[src/rtl/local_memory_pkg.sv]
// Shared definitions for the local memory controller: FSM state encoding,
// the value presented on an idle read-data bus and the two port indices.
package local_memory_pkg;

    typedef enum logic [1:0] {
        ST_IDLE   = 2'd0,
        ST_ACCESS = 2'd1,
        ST_DATA   = 2'd2
    } state_t;

    localparam logic [31:0] DATA_IDLE_VALUE = 32'hFFFF_FFFF;

    localparam logic PORT_A = 1'b0;
    localparam logic PORT_B = 1'b1;

endpackage

[src/rtl/local_memory_arbiter.sv]
// Two-requester round-robin arbiter. On a tie the port that was not granted
// most recently wins. The history flag only moves when an access completes,
// so an abandoned (reset) access does not change fairness.
module local_memory_arbiter
    import local_memory_pkg::*;
(
    input  logic i_clk,
    input  logic i_rst,
    input  logic i_req_a,
    input  logic i_req_b,
    input  logic i_complete,
    input  logic i_complete_index,
    output logic o_grant_valid,
    output logic o_grant_index
);

    logic r_lastGrant;

    // Pick a requester; a tie goes to the port opposite the last completed grant
    always_comb begin
        o_grant_valid = i_req_a | i_req_b;
        if (i_req_a && i_req_b) begin
            o_grant_index = ~r_lastGrant;
        end else if (i_req_a) begin
            o_grant_index = PORT_A;
        end else begin
            o_grant_index = PORT_B;
        end
    end

    // Remember which port finished last; starts at B so A wins the first tie
    always_ff @(posedge i_clk or posedge i_rst) begin
        if (i_rst) begin
            r_lastGrant <= PORT_B;
        end else if (i_complete) begin
            r_lastGrant <= i_complete_index;
        end
    end

endmodule

[src/rtl/local_memory_controller.sv]
// Local memory controller: arbitrates the Wishbone-side request port (A) and
// the core data port (B) onto NUM_BANKS single-port 32-bit SRAM macros.
// The granted request drives the SRAM in the same cycle it is seen; the
// following cycle completes the access.
// Optional build macro EXPERIAR_LOCAL_MEMORY_READ_REGISTER_EN registers the
// read data in an extra DATA cycle (reads take two cycles instead of one).
module local_memory_controller
    import local_memory_pkg::*;
#(
    parameter int ADDR_WIDTH = 9,
    parameter int NUM_BANKS  = 2
) (
    input  logic                      wb_clk_i,
    input  logic                      wb_rst_i,

    input  logic [23:0]               a_address,
    input  logic [3:0]                a_byteSelect,
    input  logic                      a_writeEnable,
    input  logic                      a_readEnable,
    input  logic [31:0]               a_dataWrite,
    output logic [31:0]               a_dataRead,
    output logic                      a_busy,

    input  logic [23:0]               b_address,
    input  logic [3:0]                b_byteSelect,
    input  logic                      b_writeEnable,
    input  logic                      b_readEnable,
    input  logic [31:0]               b_dataWrite,
    output logic [31:0]               b_dataRead,
    output logic                      b_busy,

    output logic [NUM_BANKS-1:0]      sram_csb,
    output logic                      sram_web,
    output logic [3:0]                sram_wmask,
    output logic [ADDR_WIDTH-1:0]     sram_addr,
    output logic [31:0]               sram_din,
    input  logic [32*NUM_BANKS-1:0]   sram_dout
);

    localparam int          BANK_BITS  = (NUM_BANKS > 1) ? $clog2(NUM_BANKS) : 1;
    localparam logic [31:0] WORD_LIMIT = 32'(NUM_BANKS) << ADDR_WIDTH;

    state_t                 r_state;
    logic                   r_grant;
    logic                   r_write;
    logic                   r_inRange;
    logic [BANK_BITS-1:0]   r_bank;
`ifdef EXPERIAR_LOCAL_MEMORY_READ_REGISTER_EN
    logic [31:0]            r_readData;
`endif

    logic                   w_reqA;
    logic                   w_reqB;
    logic                   w_grantValid;
    logic                   w_grantIndex;
    logic                   w_issue;
    logic                   w_completing;
    logic                   w_selWrite;
    logic [3:0]             w_selByteSel;
    logic [31:0]            w_selData;
    logic [31:0]            w_selWord;
    logic [BANK_BITS-1:0]   w_selBank;
    logic                   w_selInRange;
    logic [31:0]            w_bankData;
    logic [31:0]            w_readSlice;
    logic [31:0]            w_readValue;
    logic                   w_unusedByteOffset;

    assign w_reqA = a_writeEnable | a_readEnable;
    assign w_reqB = b_writeEnable | b_readEnable;

    // Byte-offset bits are irrelevant to a word-organised memory
    assign w_unusedByteOffset = ^{a_address[1:0], b_address[1:0]};

    local_memory_arbiter u_arbiter (
        .i_clk            (wb_clk_i),
        .i_rst            (wb_rst_i),
        .i_req_a          (w_reqA),
        .i_req_b          (w_reqB),
        .i_complete       (w_completing),
        .i_complete_index (r_grant),
        .o_grant_valid    (w_grantValid),
        .o_grant_index    (w_grantIndex)
    );

    // Route the currently granted port's request fields and decode its bank
    always_comb begin
        if (w_grantIndex == PORT_A) begin
            w_selWrite   = a_writeEnable;
            w_selByteSel = a_byteSelect;
            w_selData    = a_dataWrite;
            w_selWord    = {10'd0, a_address[23:2]};
        end else begin
            w_selWrite   = b_writeEnable;
            w_selByteSel = b_byteSelect;
            w_selData    = b_dataWrite;
            w_selWord    = {10'd0, b_address[23:2]};
        end
        w_selBank    = w_selWord[ADDR_WIDTH +: BANK_BITS];
        w_selInRange = (w_selWord < WORD_LIMIT);
    end

    // Only an idle controller out of reset may start an SRAM cycle
    assign w_issue = (r_state == ST_IDLE) && w_grantValid && !wb_rst_i;

    // Drive the SRAM macros straight from the granted request, otherwise idle
    always_comb begin
        sram_csb   = '1;
        sram_web   = 1'b1;
        sram_wmask = 4'b0000;
        sram_addr  = '0;
        sram_din   = 32'd0;
        if (w_issue) begin
            sram_web   = ~w_selWrite;
            sram_wmask = w_selWrite ? w_selByteSel : 4'b0000;
            sram_addr  = w_selWord[ADDR_WIDTH-1:0];
            sram_din   = w_selData;
            if (w_selInRange) begin
                for (int k = 0; k < NUM_BANKS; k++) begin
                    if (w_selBank == BANK_BITS'(k)) begin
                        sram_csb[k] = 1'b0;
                    end
                end
            end
        end
    end

    // Select the read-data slice of the bank that was accessed last cycle
    always_comb begin
        w_bankData = DATA_IDLE_VALUE;
        for (int k = 0; k < NUM_BANKS; k++) begin
            if (r_bank == BANK_BITS'(k)) begin
                w_bankData = sram_dout[32*k +: 32];
            end
        end
        w_readSlice = r_inRange ? w_bankData : DATA_IDLE_VALUE;
    end

    // Decide whether the granted access finishes in this cycle
    always_comb begin
        w_completing = 1'b0;
        if (!wb_rst_i) begin
            case (r_state)
`ifdef EXPERIAR_LOCAL_MEMORY_READ_REGISTER_EN
                ST_ACCESS: w_completing = r_write;
`else
                ST_ACCESS: w_completing = 1'b1;
`endif
                ST_DATA:   w_completing = 1'b1;
                default:   w_completing = 1'b0;
            endcase
        end
    end

`ifdef EXPERIAR_LOCAL_MEMORY_READ_REGISTER_EN
    assign w_readValue = r_readData;
`else
    assign w_readValue = w_readSlice;
`endif

    // Per-port handshake: busy until this port's own access completes
    always_comb begin
        a_busy     = w_reqA && !(w_completing && (r_grant == PORT_A));
        b_busy     = w_reqB && !(w_completing && (r_grant == PORT_B));
        a_dataRead = DATA_IDLE_VALUE;
        b_dataRead = DATA_IDLE_VALUE;
        if (w_completing && !r_write) begin
            if (r_grant == PORT_A) begin
                a_dataRead = w_readValue;
            end else begin
                b_dataRead = w_readValue;
            end
        end
    end

    // Access sequencer: latch the grant on issue, then finish or register read data
    always_ff @(posedge wb_clk_i or posedge wb_rst_i) begin
        if (wb_rst_i) begin
            r_state    <= ST_IDLE;
            r_grant    <= PORT_A;
            r_write    <= 1'b0;
            r_inRange  <= 1'b0;
            r_bank     <= '0;
`ifdef EXPERIAR_LOCAL_MEMORY_READ_REGISTER_EN
            r_readData <= DATA_IDLE_VALUE;
`endif
        end else begin
            case (r_state)
                ST_IDLE: begin
                    if (w_grantValid) begin
                        r_grant   <= w_grantIndex;
                        r_write   <= w_selWrite;
                        r_inRange <= w_selInRange;
                        r_bank    <= w_selBank;
                        r_state   <= ST_ACCESS;
                    end
                end
                ST_ACCESS: begin
`ifdef EXPERIAR_LOCAL_MEMORY_READ_REGISTER_EN
                    if (r_write) begin
                        r_state <= ST_IDLE;
                    end else begin
                        r_readData <= w_readSlice;
                        r_state    <= ST_DATA;
                    end
`else
                    r_state <= ST_IDLE;
`endif
                end
                default: begin
                    r_state <= ST_IDLE;
                end
            endcase
        end
    end

endmodule

[config.mk]
export PLATFORM = sky130hd
export DESIGN_NAME = local_memory_controller
export DESIGN_NICKNAME = d
export VERILOG_FILES = /design/src/rtl/local_memory_pkg.sv /design/src/rtl/local_memory_arbiter.sv /design/src/rtl/local_memory_controller.sv
export SDC_FILE = /design/constraint.sdc
export NUM_CORES = 1
export LEC_CHECK = 0
export ABC_AREA = 1
export CORE_AREA = 2 2 119 121
export CTS_CLUSTER_SIZE = 14
export DETAILED_ROUTE_END_ITERATION = 16
export DIE_AREA = 0 0 121 123
export PLACE_DENSITY = 0.55
export SYNTH_ARGS = -nofsm -noshare
export SYNTH_HDL_FRONTEND = slang
export SYNTH_HIERARCHICAL = 1
export SYNTH_SLANG_ARGS = --single-unit
[constraint.sdc]
create_clock -name wb_clk_i -period 2.1 [get_ports wb_clk_i]
set_input_delay 0.42 -clock wb_clk_i [delete_from_list [all_inputs] [get_ports wb_clk_i]]
set_output_delay 0.42 -clock wb_clk_i [all_outputs]
set_load 0.01 [all_outputs]
# Yosys cells after proc, flatten, opt, wreduce, memory -nomap -nowiden
# Cells that the tools add are included.
# classes
order_cmp,1
eq_ne,3
muxes,25
bitwise,6
n_reduce_logical,15
# op_table
operator,n
$mux 32,8
$lt 32x11->1 const B,1
$mux 22,1
$mux 4,3
$mux 9,1
$logic_and 1x1->1,8
$mux 1,8
$mux 2,4
$logic_not 1->1,4
$not 1->1,3
$or 1x1->1,3
$eq 2x1->1 const B,1
$eq 2x2->1 const B,1
$logic_not 2->1,1
$ne 2x2->1 const B,1
$reduce_and 2->1,1
$reduce_or 2->1,1
# totals
regBits,7
in_bits,190
wordCells,56

# Logic depth before layout (Yosys ltp)
# logic_depth
word_depth,7
depth_mapped,9
mapped_depth_nobuf,9

# By module
# The synthesis kept the hierarchy.
# modules_own_cells
module,instances,cells_per_inst,area_each_um2
local_memory_controller,1,394,1923.1
local_memory_arbiter,1,10,62.6

# Worst setup path before layout
# OpenSTA, ideal clock, no wires.
# synth_timing
path_kind,input -> output
from,in b_writeEnable
to,out sram_addr[0]
t_arrival_ns,1.529
required_ns,1.680
setup_slack_ns,0.151
stages,8
cell_sequence,or2_2 nand2_1 nand2_1 inv_1 buf_4 buf_2 nand2_1 a21oi_1
# synth_via
elab_chain_len,5
elab_cells_between_ends,8
cone_classes,mux (3); bitwise (2); reduce/logical (3)
# synth_rtl
item,line_no,source
"start, declared",local_memory_controller.sv:26,"input logic b_writeEnable,"
$or 1x1->1,local_memory_controller.sv:70,assign w_reqB = b_writeEnable | b_readEnable;
$logic_and 1x1->1,local_memory_arbiter.sv:22,if (i_req_a && i_req_b) begin
$mux 1,local_memory_arbiter.sv:22,
net w_grantIndex,local_memory_controller.sv:55,logic w_grantIndex;
$mux 22,local_memory_controller.sv:88,if (w_grantIndex == PORT_A) begin
$mux 9,local_memory_controller.sv:113,if (w_issue) begin
"end, declared",local_memory_controller.sv:35,"output logic [ADDR_WIDTH-1:0] sram_addr,"
# The timed path passes the listed nets, and every way through them passes these cells.

# Worst setup path after layout
# layout_timing
from,reg r_bank
to,out a_dataRead[13]
# layout_via
elab_chain_len,4
# layout_rtl
item,line_no,source
"start, declared",local_memory_controller.sv:47,logic [BANK_BITS-1:0] r_bank;
"start signal, assigned",local_memory_controller.sv:194,r_bank <= w_selBank;
$mux 32,local_memory_controller.sv:132,if (r_bank == BANK_BITS'(k)) begin
$mux 32,local_memory_controller.sv:136,w_readSlice = r_inRange ? w_bankData : DATA_IDLE_VALUE;
$mux 32,local_memory_controller.sv:168,if (r_grant == PORT_A) begin
$mux 32,local_memory_controller.sv:167,if (w_completing && !r_write) begin
"end, declared",local_memory_controller.sv:21,"output logic [31:0] a_dataRead,"
# Every way passes these cells.

==> impl_metrics.env <==
export IMPL_place_congestion=0.778
export IMPL_placedCellCount=884
export IMPL_ys_seq_elements=6
export IMPL_grt_pass1_vias=3889
export IMPL_cts_buffers=3
export IMPL_hold_path_class="in -> async"
export IMPL_placed_area_um2=5320
export IMPL_grt_total_usage_pct=16.6
export IMPL_start_util_pct=14.6
export IMPL_finalCriticalPeriod_ps=2230
export IMPL_nets=932
export IMPL_rsz0062_at_grt="yes"
export IMPL_overflow=0
export IMPL_worstPathArrival_ps=1810
export IMPL_synth_seq_area_share_pct=7.62
export IMPL_drc=0
export IMPL_root_buffer="clkbuf_16"
export IMPL_violations="negative setup slack"
export IMPL_netlist_instances=404
export IMPL_clock_path_buffers=2
export IMPL_timing_final_ws_setup_ps=-135
export IMPL_cp_max_fo=21
export IMPL_r2r_slack_ps=500
export IMPL_grt_pass1_wl_um=19700
export IMPL_criticalPathCategory="reg -> out"
export IMPL_syn2layout_area_growth_pct=207
export IMPL_ir_drop_uv=281
export IMPL_critPathLaunchType="register"
export IMPL_syn_area_um2=1990
export IMPL_syn_area_per_cell_um2=4.91
export IMPL_post_route_util_pct=44.8
export IMPL_stdcell_count=922
export IMPL_relSlewSlack_pct=81.2
export IMPL_finalMaxSlewViolations=0
export IMPL_clock_fmax_ghz=0.447
export IMPL_r2r_start="u_arbiter/r_lastGrant"
export IMPL_regToRegEndpoint="r_inRange"
export IMPL_cts_htree_levels=1
export IMPL_drive_above_1_share_pct=28.2
export IMPL_setup_tns_ps=-1170
export IMPL_min_period_over_period_pct=106
export IMPL_cts_tree="done"
export IMPL_firstDrtPassIters=4
export IMPL_skew_ps=2.21
export IMPL_power_leakage_nw=2.51
export IMPL_fp_dieH_um=123
export IMPL_finish_instance_area_um2=6100
export IMPL_io_buffers=299
export IMPL_antenna_found_initial=1
export IMPL_wl_um=14200
export IMPL_wire_per_inst_um=15.4
export IMPL_cts_sinks=6
export IMPL_startpoint="r_bank"
export IMPL_clk_latency_ps=230
export IMPL_grt_max_degree=43
export IMPL_die_width_um=121
export IMPL_via_per_inst=4.26
export IMPL_rows=43
export IMPL_power_per_cell_area_nw_per_um2=476
export IMPL_finalHoldViolCount=0
export IMPL_end_kind="primary output"
export IMPL_post_dp_hpwl_um=10100
export IMPL_setup_violations=22
export IMPL_worstPathRequired_ps=1680
export IMPL_clkTransAtPathRegs_ps=40
export IMPL_yosys_warnings=6
export IMPL_drt_iter0_drc=100
export IMPL_totalPowerFinal_w=0.00290
export IMPL_reg2regPathDepth=12
export IMPL_antenna_left=0
export IMPL_via_count=3928
export IMPL_status="finished, violations left"
export IMPL_maxCapViolations=0
export IMPL_tightestPinTransition_ps=274
export IMPL_synth_cell_types=21
export IMPL_placeableCoreArea_um2=13600
export IMPL_fp_dieArea_um2=14900
export IMPL_syn_nets=594
export IMPL_io_pins=304
[per-stage QoR]
stage / hold slack [ps] / setup slack (ps)
floorplan: 199 / 151
global placement: 452 / -894
detailed placement: 465 / -926
CTS: 170 / -106
global route: 184 / -171
finish: 160 / -135
[layout by cell type, fill, tap and decap left out, types with 25 or more instances in the layout]
cell             instances
nor2_1                  45
buf_2                   42
clkdlybuf4s50_1        184
a21oi_2                 25
dlygate4sd2_1           35
buf_4                   33
nand2_1                174
a211oi_2                25
inv_1                   43
[state kept, by name (all words and copies together) (netlist names)]
register,count
r_grant,1
r_write,1
r_bank,1
r_state,1
r_inRange,1
u_arbiter/r_lastGrant,1
[Yosys cell counts (all sizes together)]
cell type | instances | area, um2
a211oi | 32 | 240
a21oi | 45 | 225
a31oi | 1 | 6.26
buf | 27 | 201
clkbuf | 3 | 11.3
dfrtp | 5 | 125
dfstp | 1 | 26.3
inv | 47 | 176
mux2i | 1 | 10.0
nand2 | 183 | 694
nand3 | 1 | 5.00
nand3b | 1 | 7.51
nor2 | 51 | 221
o21ai | 2 | 10.0
or2 | 4 | 25.0
[timing repair]
action	in CTS	in global routing
gates resized for setup	340	75
hold buffers	0	0
cloned	8	4
pin swaps	11	10
buffers inserted	15	13
endpoints found under the setup margin	114	92
[layer usage]
| layer | routed length, um | track usage, % | vias to the layer above |
|---|---|---|---|
| met1 | 5050 | 16.5 | 1772 |
| met5 | 0 | 0 | - |
| met3 | 1340 | 4.43 | 14 |
| li1 | - | - | 1932 |
| met4 | 219 | 3.78 | 0 |
| met2 | 7610 | 33.8 | 210 |
[report_power, final]
| part | internal (W) | switching (W) |
|---|---|---|
| Sequential | 0.000161 | 0.0000651 |
| Clock | 0.000252 | 0.0000673 |
| Combinational | 0.00122 | 0.00113 |
| Total | 0.00164 | 0.00127 |
[final cells by class]
class	count	area [um2]
tap	180	225
inverter	47	194
multi-input combinational	321	1810
timing repair buffer	363	3640
fill	1385	7510
sequential	6	153
antenna	1	2.50
clock buffer	4	78.8
[worst max-delay path by stage]
stage,to,slack [ps],depth (start not counted)
floorplan,sram_addr[0],150,8
global placement,sram_din[2],-890,9
detailed placement,sram_din[2],-930,9
CTS,a_dataRead[21],-110,5
global route,a_dataRead[13],-170,4
finish,a_dataRead[13],-130,4
[worst max-delay path, cell delays in order, from the launching register on]
cell and delay [ps]:
dfrtp_2 500, clkbuf_16 250, a211oi_2 260, nand2_1 80, clkdlybuf4s50_1 480
[cell families after synthesis]
group           count (synthesis)  share of synthesized area [%]
simple gates                  240                           48.0
compound gates                 80                           24.3
buf+inv                        77                           19.6
flops                           6                           7.62
mux                             1                          0.504
Power figures use the tool's default switching activity.
==> RTL change 1 (config.mk and constraints unchanged) <==
Register the output `a_dataRead`, without a reset; this adds one clock of latency there. The other outputs are not delayed to match.
--- a/src/rtl/local_memory_controller.sv
+++ b/src/rtl/local_memory_controller.sv
@@ -39,6 +39,8 @@
 
     localparam int          BANK_BITS  = (NUM_BANKS > 1) ? $clog2(NUM_BANKS) : 1;
     localparam logic [31:0] WORD_LIMIT = 32'(NUM_BANKS) << ADDR_WIDTH;
+
+    logic [31:0] a_dataRead_d;
 
     state_t                 r_state;
     logic                   r_grant;
@@ -162,11 +164,11 @@
     always_comb begin
         a_busy     = w_reqA && !(w_completing && (r_grant == PORT_A));
         b_busy     = w_reqB && !(w_completing && (r_grant == PORT_B));
-        a_dataRead = DATA_IDLE_VALUE;
+        a_dataRead_d = DATA_IDLE_VALUE;
         b_dataRead = DATA_IDLE_VALUE;
         if (w_completing && !r_write) begin
             if (r_grant == PORT_A) begin
-                a_dataRead = w_readValue;
+                a_dataRead_d = w_readValue;
             end else begin
                 b_dataRead = w_readValue;
             end
@@ -214,5 +216,9 @@
         end
     end
 
+    always_ff @(posedge wb_clk_i) begin
+        a_dataRead <= a_dataRead_d;
+    end
+
 endmodule
 
Formal check against the unedited RTL: not equivalent (Yosys sat finds a counterexample within 4 cycles, from zero or initial values and one cycle with wb_rst_i high).
==> RTL change 1 against the original RTL <==
- the run still ends with negative setup slack left
- worst hold slack lost 62 ps
- total power grew 58%
- first-iteration DRC count grew 27%
- cell area grew 23%
- sequential cell count grew 32
- routed wire length grew 10%
- synthesized area grew 33%
- worst setup slack gained 86 ps
- critical endpoint is now sram_din[9]
==> RTL change 1: results (changes against the original RTL) <==
| Metric | Value |
|---|---|
| Status | finished, violations left (unchanged) |
| Failing checks | negative setup slack (unchanged) |
| Worst Slack Setup Final | -48.3 ps (was -135 ps) |
| Max Buffers Root-to-Sink | 2 (unchanged) |
| Synth cell types | 25 (was 21) |
| Starting DRT DRC Count | 127 (was 100) |
| Via/cell ratio | 4.32 (was 4.26) |
| Placed instance count | 948 (was 884) |
| Placer Congestion | 0.861 (was 0.778) |
| Dpl ws | -966 ps (was -926 ps) |
| Critical path fanouts, max | 4 (was 21) |
| Placed Area | 6250 um^2 (was 5320 um^2) |
| Ys Warns | 6 (unchanged) |
| Grt total ovfl | 0 (unchanged) |
| Mean Syn Cell Area | 6.07 um^2 (was 4.91 um^2) |
| Initial antenna violation count | 0 (was 1) |
| Final net count | 1,005 (was 932) |
| First-pass GRT wire length | 21,500 um (was 19,700 um) |
| Global-route usage over all layers | 18.5% (was 16.6%) |
| Worst R2R Start | u_arbiter/r_lastGrant (unchanged) |
| Worst Skew | 3.83 ps (was 2.21 ps) |
| Prevailing post-synth register cell | dfxtp_1 (was dfrtp_1) |
| Clock latency on the worst-skew pair | 280 ps (was 230 ps) |
| Most flops, register | a_dataRead |
| Worst reg2reg path depth | 14 (was 12) |
| Critical path arrival | 1730 ps (was 1810 ps) |
| Max_slew headroom | 82.8% (was 81.2%) |
| Setup violations, final | 6 (was 22) |
| Syn nets | 625 (was 594) |
| Post-synth top cells | nand2_1 (180), nor2_1 (48), inv_1 (43), a21oi_1 (36) (was nand2_1 (180), nor2_1 (47), a21oi_1 (45), inv_1 (45), a211oi_1 (32)) |
| Ys async rst share | 15.8% (was 100%) |
| Most area-consuming cells after synthesis | nand2_1 (26%), dfxtp_1 (24%), a211oi_1 (9.1%) (was nand2_1 (34%), a211oi_1 (12%), a21oi_1 (11%)) |
| Drt wl/cell | 15.7 um (was 15.4 um) |
| Peak supply drop | 323 uV (was 281 uV) |
| Critical Path Source | b_writeEnable (was r_bank) |
| Number of diodes | 0 (was 1) |
| Worst-path clk slew | 60 ps (was 40 ps) |
| Commonest non-fill, non-tap cell in the layout | clkdlybuf4s50_1 (unchanged) |
| Pin count of the biggest net entering global routing | 42 (was 43) |
| DP HPWL | 10,800 um (was 10,100 um) |
| FF-to-FF setup slack | 330 ps (was 500 ps) |
| Register area share after synthesis | 30.0% (was 7.62%) |
| I/O Buffers | 299 (unchanged) |
| H-tree Lvls | 2 (was 1) |
| Vias | 4,307 (was 3,928) |
| Max reg flops | 32 |
| Share of layout cells above drive strength 1 | 36.8% (was 28.2%) |
| Critical Path Sink | sram_din[9] (was a_dataRead[13]) |
| Pleak | 0.00319 uW (was 0.00251 uW) |
| TritonCTS buffer count | 5 (was 3) |
| Setup TNS | -138 ps (was -1170 ps) |
-- RTL change 1: through the flow --
step           util (%)  total power, uW
4_1_cts            51.9             4210
3_5_place_dp       45.9             2600
6_report           54.9             4580
3_3_place_gp       45.9             2580
2_1_floorplan         -             1650
5_1_grt            54.9             4820
-- RTL change 1: final cells by class --
class | count | area (um^2)
inverter | 46 | 188
timing repair buffer | 403 | 4010
clock buffer | 6 | 150
clock inverter | 2 | 38.8
multi-input combinational | 321 | 2070
sequential | 38 | 796
fill | 1273 | 6130
tap | 180 | 225
-- RTL change 1: layer usage --
metal	up-vias	share of wire [%]	GRT usage (%)
met5	-	0	0
met4	0	1.9	6.40
met3	19	8.1	5.12
met2	205	53	35.6
met1	1970	37	19.2
li1	2113	-	-
-- RTL change 1: repair_timing --
action	CTS	global route
pin swaps	20	32
setup buffers	23	14
cloned	10	8
endpoints found under the setup margin	82	81
resized for setup	353	128
-- RTL change 1: kinds of logic (layout without fill, tap and decap cells) --
logic type | after synthesis | after routing | synth area share [%]
simple gates | 239 | 239 | 35.9
flops | 38 | 38 | 30.0
mux | 1 | 1 | 0.379
buf+inv | 76 | 457 | 13.9
compound gates | 81 | 81 | 19.8
-- RTL change 1: worst min path at each step --
stage,start,to,slack (ps),cells after the start
floorplan,wb_rst_i,r_bank,200,1
global placement,u_arbiter/r_lastGrant,u_arbiter/r_lastGrant,450,2
detailed placement,u_arbiter/r_lastGrant,u_arbiter/r_lastGrant,460,2
CTS,wb_rst_i,r_write,80,2
global route,wb_rst_i,r_write,130,2
finish,wb_rst_i,r_write,100,2
-- RTL change 1: critical path: stages --
cell      delay [ps]
buf_6             90
or2_4            260
or2_1            240
nand2_2          100
nor2_4            50
clkinv_4          90
buf_12           130
buf_6            100
buf_6             90
a21oi_2           30
buf_2            130
-- RTL change 1: where the power goes --
part           switching, uW  internal (uW)  leakage (uW)
logic                   1380           1450       0.00277
registers               35.3            770      0.000329
clock network            305            634     0.0000922
total                   1720           2860       0.00319
==> RTL change 2 (same settings) <==
Made on the original files. Set the parameter `NUM_BANKS` to 4 (it was 2).
--- a/src/rtl/local_memory_controller.sv
+++ b/src/rtl/local_memory_controller.sv
@@ -8,7 +8,7 @@
     import local_memory_pkg::*;
 #(
     parameter int ADDR_WIDTH = 9,
-    parameter int NUM_BANKS  = 2
+    parameter int NUM_BANKS  = 4
 ) (
     input  logic                      wb_clk_i,
     input  logic                      wb_rst_i,
Interface: changed (resized sram_csb and sram_dout); port bits go from 304 to 370. The function was not compared with the original's and may differ.
==> RTL change 2 against the original RTL <==
- the flow still finishes with violations (negative setup slack)
- routed wire length increased by 49%
- total power rose by 75%
- via count is 45% higher
- worst setup slack improved by 17 ps
- critical path type is now in -> out
- core utilization grew 15 points
- non-clock buffer count up 96
- register-to-register slack got worse by 80 ps
- sequential cell count up 1
- synthesized area grew 43%
- cell area up 34%
==> RTL change 2: results (changes against the original RTL) <==
| Metric | Value |
|---|---|
| Worst-path clk slew | 40 ps (about the same) |
| Global-route usage over all layers | 25.1% (was 16.6%) |
| Most area-consuming cells after synthesis | nand2_1 (39%), nand3_1 (14%), inv_1 (12%) (was nand2_1 (34%), a211oi_1 (12%), a21oi_1 (11%)) |
| Pleak | 0.00386 uW (was 0.00251 uW) |
| Max Buffers Root-to-Sink | 2 (unchanged) |
| Max stage delay on crit path | 260 ps (was 500 ps) |
| Worst Skew | 0.224 ps (was 2.21 ps) |
| Syn nets | 886 (was 594) |
| Setup violations, final | 38 (was 22) |
| DP HPWL | 16,000 um (was 10,100 um) |
| First-pass GRT wire length | 29,200 um (was 19,700 um) |
| Status | finished, violations left (unchanged) |
| Worst-Margin Slew | 242 ps (was 274 ps) |
| TritonCTS buffer count | 3 (unchanged) |
| Pin count of the biggest net entering global routing | 26 (was 43) |
| Peak supply drop | 399 uV (was 281 uV) |
| Number of diodes | 0 (was 1) |
| Family with the most delay on the worst path | buffers and inverters (unchanged) |
| Final net count | 1,312 (was 932) |
| Post-synth top cells | nand2_1 (294), inv_1 (90), nand3_1 (82), nor2_1 (51), a21oi_1 (45) (was nand2_1 (180), nor2_1 (47), a21oi_1 (45), inv_1 (45), a211oi_1 (32)) |
| Prevailing post-synth register cell | dfrtp_1 (unchanged) |
| Placer Congestion | 0.993 (was 0.778) |
| Starting DRT DRC Count | 233 (was 100) |
| Max reg flops | 2 |
| Initial antenna violation count | 1 (unchanged) |
| Crit-path slowest cell | or2_4 (was dfrtp_2) |
| Setup TNS | -2930 ps (was -1170 ps) |
| Most flops, register | r_bank |
| Synth cell types | 23 (was 21) |
| Dpl ws | -962 ps (was -926 ps) |
| Final hold slack | 361 ps (was 160 ps) |
| Drt wl/cell | 17.1 um (was 15.4 um) |
| I/O Buffers | 365 (was 299) |
| H-tree Lvls | 1 (unchanged) |
| Via/cell ratio | 4.59 (was 4.26) |
| Critical path fanouts, max | 7 (was 21) |
| FF-to-FF setup slack | 420 ps (was 500 ps) |
| Number of global-route vias before repair | 5,521 (was 3,889) |
| Share of layout cells above drive strength 1 | 39.5% (was 28.2%) |
| Worst Slack Setup Final | -118 ps (was -135 ps) |
| Critical path arrival | roughly 1800 ps |
| Register area share after synthesis | 6.20% (was 7.62%) |
| Failing checks | negative setup slack (unchanged) |
| Drt first pass iters | 6 (was 4) |
| Clk root buf | clkbuf_16 (unchanged) |
-- RTL change 2: path summary, 6_finish.rpt --
check,start,end,cells after the start
worst max-delay path,a_writeEnable,sram_addr[8],11
worst min-delay path,wb_rst_i,u_arbiter/r_lastGrant,2
worst max register to register,u_arbiter/r_lastGrant,r_inRange,12
worst min register to register,u_arbiter/r_lastGrant,u_arbiter/r_lastGrant,2
max in group asynchronous,wb_rst_i,r_bank[1],3
min in group wb_clk_i,u_arbiter/r_lastGrant,u_arbiter/r_lastGrant,2
-- RTL change 2: layout make-up --
cell class                 instances  area (um^2)
clock buffer                       4         78.8
fill                            1364         5450
inverter                          93          372
sequential                         7          178
timing repair buffer             459         4450
multi-input combinational        494         2860
tap                              180          225
-- RTL change 2: stage by stage --
step	instance area (um^2)	power, uW	instances
floorplan	2850	1780	632
global placement	6950	3240	1183
detailed placement	6950	3270	1183
CTS	7360	4200	1220
global route	8160	5430	1237
finish	8160	5080	1237
-- RTL change 2: cells by family after synthesis --
logic type,share of synthesized area (%)
flops,6.20
buf+inv,20.8
compound gates,8.97
simple gates,64.1
-- RTL change 2: metal layers --
| metal | vias to the layer above | part of all wire (%) | GRT usage, % |
|---|---|---|---|
| li1 | 2759 | - | - |
| met2 | 281 | 54 | 50.0 |
| met5 | - | 0 | 0 |
| met1 | 2602 | 34 | 26.0 |
| met3 | 36 | 8.6 | 5.35 |
| met4 | 0 | 2.8 | 7.27 |
-- RTL change 2: power breakdown --
group / switching, uW / total [uW] / internal, uW
Clock: 69.6 / 322 / 252
Sequential: 53.4 / 242 / 189
Combinational: 2280 / 4520 / 2240
-- RTL change 2: what timing repair did --
action                                  in CTS  in global routing
setup buffers                               28                 15
endpoints found under the setup margin     116                108
pin swaps                                   22                 30
hold buffers                                 0                  0
resized for setup                          507                261
cloned                                       6                  5
